## config.mk

```make
export PLATFORM = sky130hd
export DESIGN_NAME = tile_stream_sequencer
export DESIGN_NICKNAME = d
export VERILOG_FILES = /design/src/rtl/tss_pkg.sv /design/src/rtl/tss_beat_reg.sv /design/src/rtl/tile_stream_sequencer.sv
export SDC_FILE = /design/constraint.sdc
export NUM_CORES = 1
export LEC_CHECK = 0
export ABC_AREA = 1
export CAP_MARGIN = 15
export CORE_ASPECT_RATIO = 2
export CORE_MARGIN = 4
export CORE_UTILIZATION = 53
export DETAILED_ROUTE_END_ITERATION = 8
export PLACE_DENSITY_LB_ADDON = 0.15
export SYNTH_ARGS = -nofsm -noshare
export SYNTH_HDL_FRONTEND = slang
export SYNTH_HIERARCHICAL = 1
export SYNTH_SLANG_ARGS = --single-unit
```

## constraint.sdc

```tcl
create_clock -name clk -period 2.4 [get_ports clk]
set_clock_uncertainty 0.15 [all_clocks]
set_input_delay 0.48 -clock clk [delete_from_list [all_inputs] [get_ports clk]]
set_output_delay 0.48 -clock clk [all_outputs]
set_load 0.05 [all_outputs]
```

## src/rtl/tss_pkg.sv

```systemverilog
// -----------------------------------------------------------------------------
// tss_pkg -- shared types and helpers for the tile stream sequencer.
//
// Contents:
//   tss_state_t  : sequencer FSM state (CRST, LOAD, DRAIN)
//   calc_beats() : number of input beats that make up one tile
//   calc_outs()  : number of edge bits the core produces per tile (the core
//                  drops a one-pixel border, hence the -2 on each axis)
// -----------------------------------------------------------------------------
package tss_pkg;

  typedef enum logic [1:0] {
    CRST  = 2'd0,  // pulse core_reset for one cycle
    LOAD  = 2'd1,  // accept tile beats from upstream
    DRAIN = 2'd2   // all beats sent, wait for the core to finish
  } tss_state_t;

  function automatic int calc_beats(input int tile_w, input int tile_h, input int lanes);
    return (tile_w * tile_h) / lanes;
  endfunction

  function automatic int calc_outs(input int tile_w, input int tile_h);
    return (tile_w - 2) * (tile_h - 2);
  endfunction

endpackage : tss_pkg

```

## src/rtl/tss_beat_reg.sv

```systemverilog
// -----------------------------------------------------------------------------
// tss_beat_reg -- WIDTH-bit beat register with load enable.
//
// Ports:
//   clk    : clock, rising edge
//   reset  : synchronous active-high reset, clears q
//   load   : capture d on the next edge
//   d      : beat to capture
//   q      : registered beat, held while load is low
// -----------------------------------------------------------------------------
module tss_beat_reg #(
  parameter int WIDTH = 20
) (
  input  logic             clk,
  input  logic             reset,
  input  logic             load,
  input  logic [WIDTH-1:0] d,
  output logic [WIDTH-1:0] q
);

  // NOTE: state is written with <= so every flop samples pre-edge values;
  // the datapath register is reset as well because the core may observe it
  // right after reset and must see a defined zero beat.
  always_ff @(posedge clk) begin
    if (reset) begin
      q <= '0;
    end else if (load) begin
      q <= d;
    end
  end

endmodule : tss_beat_reg

```

## src/rtl/tile_stream_sequencer.sv

```systemverilog
// -----------------------------------------------------------------------------
// tile_stream_sequencer -- feeds one tile of pixels to an edge core and
// forwards the core's edge bits back out, counting completed tiles.
//
// Flow per tile: CRST (one-cycle core_reset) -> LOAD (accept BEATS beats)
// -> DRAIN (wait for the remaining edge bits) -> CRST.  Edge bits are
// forwarded and counted in every state; a tile ends on the cycle the
// OUTS-th bit is accepted, so tile_done rises on the following cycle,
// together with that final forwarded bit.
//
// Ports:
//   clk, reset           : clock; synchronous active-high reset
//   in_valid, in_data    : upstream beat, lane 0 in the LSBs
//   in_ready             : high in LOAD only
//   core_reset           : one-cycle reset pulse to the edge core (CRST)
//   pixel_out            : registered beat to the core
//   load_end             : last beat of the tile is on pixel_out / was sent
//   readable, edge_in    : edge bit from the core
//   edge_valid, edge_out : forwarded edge bit, one cycle later
//   tile_done            : one-cycle pulse when a tile's edge bits are done
//   tile_count           : completed tiles, wraps at 16 bits
//   timeout_err          : drain watchdog pulse (TSS_WATCHDOG_EN only)
//
// Build option: define TSS_WATCHDOG_EN to add a DRAIN watchdog that
// abandons the tile after TIMEOUT cycles without a readable bit.
// -----------------------------------------------------------------------------
module tile_stream_sequencer
  import tss_pkg::*;
#(
  parameter int BIT_LENGTH = 4,
  parameter int LANES      = 5,
  parameter int TILE_W     = 20,
  parameter int TILE_H     = 20,
  parameter int TIMEOUT    = 1024
) (
  input  logic                        clk,
  input  logic                        reset,
  input  logic                        in_valid,
  input  logic [LANES*BIT_LENGTH-1:0] in_data,
  output logic                        in_ready,
  output logic                        core_reset,
  output logic [LANES*BIT_LENGTH-1:0] pixel_out,
  output logic                        load_end,
  input  logic                        readable,
  input  logic                        edge_in,
  output logic                        edge_valid,
  output logic                        edge_out,
  output logic                        tile_done,
`ifdef TSS_WATCHDOG_EN
  output logic                        timeout_err,
`endif
  output logic [15:0]                 tile_count
);

  localparam int BEATS = calc_beats(TILE_W, TILE_H, LANES);
  localparam int OUTS  = calc_outs(TILE_W, TILE_H);
  localparam int BCW   = $clog2(BEATS + 1);
  localparam int OCW   = $clog2(OUTS + 1);

  tss_state_t     state_q, state_d;
  logic [BCW-1:0] beat_cnt;
  logic [OCW-1:0] out_cnt;
  logic           drop_q;       // high only in the CRST cycle that ends a tile
  logic           beat_accept;
  logic           last_beat;
  logic           edge_accept;
  logic           done_hit;
  logic           timeout_hit;
  logic           tile_end;

  assign beat_accept = in_valid && in_ready;
  assign last_beat   = beat_accept && (beat_cnt == BCW'(BEATS - 1));
  // Bits arriving between the end of a tile and the exit of its CRST cycle
  // belong to no tile and are dropped; after a plain reset they still count.
  assign edge_accept = readable && !drop_q;
  assign done_hit    = edge_accept && (out_cnt == OCW'(OUTS - 1));
  assign tile_end    = done_hit || timeout_hit;

`ifdef TSS_WATCHDOG_EN
  localparam int WCW = $clog2(TIMEOUT + 1);
  logic [WCW-1:0] wd_cnt;

  assign timeout_hit = (state_q == DRAIN) && !readable && (wd_cnt == WCW'(TIMEOUT - 1));

  always_ff @(posedge clk) begin
    if (reset) begin
      wd_cnt      <= '0;
      timeout_err <= 1'b0;
    end else begin
      timeout_err <= timeout_hit;
      if (state_q != DRAIN || readable || timeout_hit) begin
        wd_cnt <= '0;
      end else begin
        wd_cnt <= wd_cnt + 1'b1;
      end
    end
  end
`else
  assign timeout_hit = 1'b0;
`endif

  // NOTE: every signal written here gets a default first, so no path can
  // leave it unassigned and infer a latch.
  always_comb begin
    state_d    = state_q;
    in_ready   = 1'b0;
    core_reset = 1'b0;
    case (state_q)
      CRST: begin
        core_reset = 1'b1;
        state_d    = LOAD;
      end
      LOAD: begin
        in_ready = 1'b1;
        if (last_beat) state_d = DRAIN;
      end
      DRAIN: begin
        state_d = DRAIN;
      end
      default: state_d = CRST;
    endcase
    // Finishing or abandoning a tile wins over any load progress.
    if (tile_end) state_d = CRST;
  end

  always_ff @(posedge clk) begin
    if (reset) begin
      state_q    <= CRST;
      beat_cnt   <= '0;
      out_cnt    <= '0;
      load_end   <= 1'b0;
      edge_valid <= 1'b0;
      edge_out   <= 1'b0;
      tile_done  <= 1'b0;
      tile_count <= '0;
      drop_q     <= 1'b0;
    end else begin
      state_q    <= state_d;
      edge_valid <= edge_accept;
      edge_out   <= edge_in && !drop_q;
      tile_done  <= done_hit;
      drop_q     <= tile_end;
      if (tile_end) begin
        beat_cnt <= '0;
        out_cnt  <= '0;
        load_end <= 1'b0;
      end else begin
        if (beat_accept) beat_cnt <= beat_cnt + 1'b1;
        if (last_beat)   load_end <= 1'b1;
        if (edge_accept) out_cnt  <= out_cnt + 1'b1;
      end
      if (done_hit) tile_count <= tile_count + 16'd1;
    end
  end

  tss_beat_reg #(
    .WIDTH (LANES * BIT_LENGTH)
  ) u_beat_reg (
    .clk   (clk),
    .reset (reset),
    .load  (beat_accept),
    .d     (in_data),
    .q     (pixel_out)
  );

endmodule : tile_stream_sequencer

```

## Word level (Yosys, flattened, before mapping)

Cells that the tools add are included.

- Register bits: 58
- Output and inout port bits: 42
- Logic and storage cells: 29
- Latch bits: 0
- Memories kept: 0
- Input bits: 25
- ROM bits: 0
- Bits in writable memories: 0

- $add $sub $neg: 3
- Shifts and indexed selects: 0
- Multiplexer cells: 4
- Bitwise operators: 0
- Div/mod/pow operators: 0
- Multiply operators: 0
- $lt $le $gt $ge: 0
- Reductions and logical operators: 8
- Equality and inequality tests: 5

Operator list:

| kind | number |
|---|---|
| adder 16 x 1 -> 16 bit (second input constant) | 1 |
| adder 9 x 1 -> 9 bit (second input constant) | 1 |
| equality test 9 bit (second input constant) | 1 |
| adder 7 x 1 -> 7 bit (second input constant) | 1 |
| equality test 7 bit (second input constant) | 1 |
| case mux 2 bit (3 select lines) | 1 |
| logical AND 1 bit | 5 |
| equality test 2 x 1 -> 1 bit (second input constant) | 1 |
| equality test 2 bit (second input constant) | 1 |
| logical NOT 2 bit | 1 |
| 2-to-1 mux 1 bit | 2 |
| 2-to-1 mux 2 bit | 1 |
| != test 2 bit (second input constant) | 1 |
| OR reduction 2 bit | 1 |
| logical NOT 1 bit | 1 |

## Longest topological paths before layout

- Word-level depth: 6
- Depth in mapped cells: 10
- Gate-level depth less buffers: 10

## Modules after synthesis

The synthesis kept the hierarchy.

By module, submodules not included:

| module | seq. area each (µm²) | cells an instance | times used | area each (µm²) |
|---|---|---|---|---|
| tile_stream_sequencer | 760.7 | 260 | 1 | 1840.5 |
| tss_beat_reg | 400.4 | 127 | 1 | 834.6 |

## Least setup slack after synthesis

OpenSTA, ideal clock, no wires.

- Kind: flip-flop to flip-flop
- From: register state_q[1]
- To: register state_q[0]
- Cell stages (with the launch flop): 10
- Arrival time: 1.803 ns
- Buffers on the path: 0
- Required time: 2.133 ns
- Slack: 0.330 ns
- Period minus slack after synthesis: 2.070 ns
- Cells stage by stage: dfxtp_1 inv_1 ha_1 nand2_1 inv_2 nand2_2 nor2_4 nand3_2 a21oi_1 nor2_1

- Cells in the longest elaborated chain, start to end: 5

RTL lines:

| item | line | source |
|---|---|---|
| start, declared | tile_stream_sequencer.sv:60 | `tss_state_t state_q, state_d;` |
| start signal, assigned | tile_stream_sequencer.sv:138 | `state_q <= state_d;` |
| equality test 2 x 1 -> 1 bit | tile_stream_sequencer.sv:108 | `case (state_q)` |
| 2-to-1 mux 1 bit | tile_stream_sequencer.sv:108 |  |
| net in_ready | tile_stream_sequencer.sv:40 | `output logic in_ready,` |
| logical AND 1 bit | tile_stream_sequencer.sv:71 | `assign beat_accept = in_valid && in_ready;` |
| net beat_accept | tile_stream_sequencer.sv:64 | `logic beat_accept;` |
| logical AND 1 bit | tile_stream_sequencer.sv:72 | `assign last_beat = beat_accept && (beat_cnt == BCW'(BEATS - 1));` |
| != test 2 bit (no line) | -- |  |

The timed path passes the listed nets, and every way through them passes these cells.
A chain may end at the register's enable or synchronous reset.

## Final worst setup path

- From: register tile_count[12]
- To: output tile_count[12]

RTL lines:

| item | line | source |
|---|---|---|
| start, declared | tile_stream_sequencer.sv:52 | `output logic [15:0] tile_count` |
| start signal, assigned | tile_stream_sequencer.sv:152 | `if (done_hit) tile_count <= tile_count + 16'd1;` |

No word-level cell between the ends.

==> impl_metrics.yaml <==
status:
  status: "complete, no violations"
logic_synthesis:
  synth_area_leaders: "dfxtp_1 (43%), nand2_1 (14%), nor2_1 (12%)"
  yosysUniqueCellTypes: 28
  async_reset_ff_frac: 0
  synthCells: 387
  yosys-top-cells-count: "nand2_1 (103), nor2_1 (86), dfxtp_1 (58)"
  postSynthAreaPerCell_um2: 6.912
  synth_top_area_cell: "dfxtp_1"
  ys.flop_type: "dfxtp_1"
  ys_warn_count: 6
  synth_most_common_cell: "nand2_1"
  synth-seq-area-share: 0.4341
  ys_ff_latch: 58
  netlist_area_um2: 2675
  synth_edf_count: 0
  post-synth-top-area-fraction: 0.4341
  syn_nets: 417
grt:
  grt_max_degree: 41
  grt_pass1_wl_um: 10790
  track_usage: 0.2248
  grt_antenna_before_repair: 0
  globalRouteOverflowTotal: 0
  grt_pass1_vias: 2420
sta:
  setup_viol: 0
  rsz0062_at_grt: "false"
  relSlewSlack: 0.6417
  worst_pin_slew_ns: 0.5357
  fmax_ghz: 0.4344
  slew_viol_final: 0
  setup-tns-final_ns: 0
  finalHoldViolCount: 0
  period_share: 0.9591
  fin_crit_ns: 2.302
setup_path:
  worstPathCellList: "clkdlybuf4s50_1"
  crit_path_top_delay_cell: "clkdlybuf4s50_1"
  crit_family: "buffers and inverters"
  crit_path_max_fanout: 6
  slowest_delay_ns: 0.86
  cp.arrival_ns: 1.67
  end_kind: "output pin"
  crit_start: "tile_count[12]"
  start_kind: "flip-flop"
  worst_r2r_startpoint: "state_q[1]"
  required_ns: 1.77
  critPathKind: "flip-flop to output pin"
  path_buf_inv: 1
cells_and_area:
  multiInputGateArea_um2: 1249
  synthToLayoutAreaGrowth_pct: 35.45
  fin_nets: 490
  fillCellCount: 401
  antennaDiodeCount: 0
  regArea_um2: 1161
  instances_no_fill: 522
  drive_gt1_frac: 0.08602
clock_network:
  cts_resized: 0
  clockRootBuffer: "clkbuf_8"
  post_cts_buffers: 0
  cts_tree: "done"
  cts_buffer_depth: 2
  holdBufCountCts: 0
  cts_buffers: 9
  clk_latency_ns: 0.34
  htreeDepth: 3
  clkTransAtPathRegs_ns: 0.06
  cts_sinks: 58
detailed_routing:
  drt_iter0_drc: 95
  ant_nets: 0
  finalWirelength_um: 6556
  post_drt_wl_per_cell_um: 12.56
  route.detailed.drc: 0
  firstDrtPassIters: 4
  via_count: 2548
  viasPerCell: 4.881
floorplanning:
  coreArea_um2: 4865
  pin_count: 67
  initial_utilization: 0.5499
  die_height_um: 108.5
  num_rows: 36
  die_area_um2: 6317
  die_width_um: 58.24
power:
  powerDensity_nw_per_um2: 868.0
  p_leak_nw: 1.509
  power.total_mw: 3.145
  peakVddDrop_mv: 0.7361
place:
  gp_congestion: 0.8429
  dp_hpwl_um: 4685
  io_buffer_count: 66
  dp_cells: 506
worst_hold_path:
  hp-class: "flip-flop to flip-flop"
  hp-start: "load_end"
run:
  cap_violations: 0
-- worst reg2reg max path, stage by stage, from the launching register on --
cell     delay, ns
dfxtp_1       0.30
inv_1         0.09
ha_1          0.28
nand2_1       0.19
inv_2         0.12
nand2_2       0.08
nor2_4        0.14
nand3_2       0.14
a21oi_1       0.17
nor2_1        0.06
-- registers in the layout, summed over array words and instances (netlist names) --
register,flops
beat_cnt,7
drop_q,1
edge_out,1
edge_valid,1
load_end,1
out_cnt,9
state_q,2
tile_count,16
u_beat_reg/q,20
-- routing by layer --
| layer | GRT usage | share of wire | up-vias |
|---|---|---|---|
| li1 | - | - | 1322 |
| met3 | 0.04301 | 0.040 | 17 |
| met2 | 0.4272 | 0.56 | 71 |
| met5 | 0 | 0 | - |
| met4 | 0.1128 | 0.027 | 0 |
| met1 | 0.2209 | 0.37 | 1138 |
-- metrics by stage --
step | utilization | area, µm² | hold slack (ns) | setup slack [ns]
detailed placement | 0.6924 | 3368 | 0.2978 | 0.2191
floorplan | - | 2675 | 0.2893 | 0.3299
global placement | 0.6924 | 3368 | 0.2984 | 0.2536
CTS | 0.7443 | 3621 | 0.3075 | 0.04154
global route | 0.7449 | 3623 | 0.3360 | 0.06185
finish | 0.7449 | 3623 | 0.3009 | 0.09805
-- worst paths after layout --
kind | slack [ns] | depth (start not counted) | to
worst max-delay path | 0.1 | 1 | tile_count[12]
worst min-delay path | 0.30 | 2 | load_end
worst max register to register | 0.58 | 9 | state_q[0]
worst min register to register | 0.30 | 2 | load_end
-- power by group --
part	total, mW	internal, mW	switching [mW]
Combinational	0.895	0.303	0.593
Sequential	1.11	1.06	0.0492
Clock	1.14	0.747	0.391
-- area by class of cell --
cell class              instances  share of cell area
multi-input cells             268              0.3446
clock inverters                 4             0.02693
repair buffers                 70              0.1906
inverters                      53             0.05490
clock buffers                  12             0.04282
flip-flops and latches         58              0.3204
well taps                      57             0.01968
-- layout by cell type (no fill, tap or decap), drive strengths merged --
cell / netlist / final
clkbuf: 0 / 12
buf: 8 / 5
ha: 5 / 5
o21ai: 5 / 5
nor2: 94 / 94
dfxtp: 58 / 58
nor3: 4 / 4
bufinv: 0 / 3
a21oi: 21 / 21
a31oi: 2 / 2
nand2: 106 / 106
and2: 1 / 1
clkinvlp: 0 / 1
nor3b: 2 / 2
xnor2: 1 / 1
xor2: 6 / 6
nand3: 17 / 17
nand4: 4 / 4
inv: 53 / 53
dlymetal6s2s: 0 / 1
clkdlybuf4s50: 0 / 64
-- logic make-up (layout without fill, tap and decap cells) --
| logic type | after synthesis | count (layout) | share of synthesized area |
|---|---|---|---|
| XOR/XNOR | 7 | 7 | 0.02292 |
| adder cells (fa/ha/maj) | 5 | 5 | 0.02339 |
| flip-flops | 58 | 58 | 0.4340 |
| AO/OA/AOI/OAI | 28 | 28 | 0.05332 |
| AND/OR/NAND/NOR | 228 | 228 | 0.3672 |
| buffers and inverters | 61 | 139 | 0.09916 |
(Power assumes the default switching activity.)
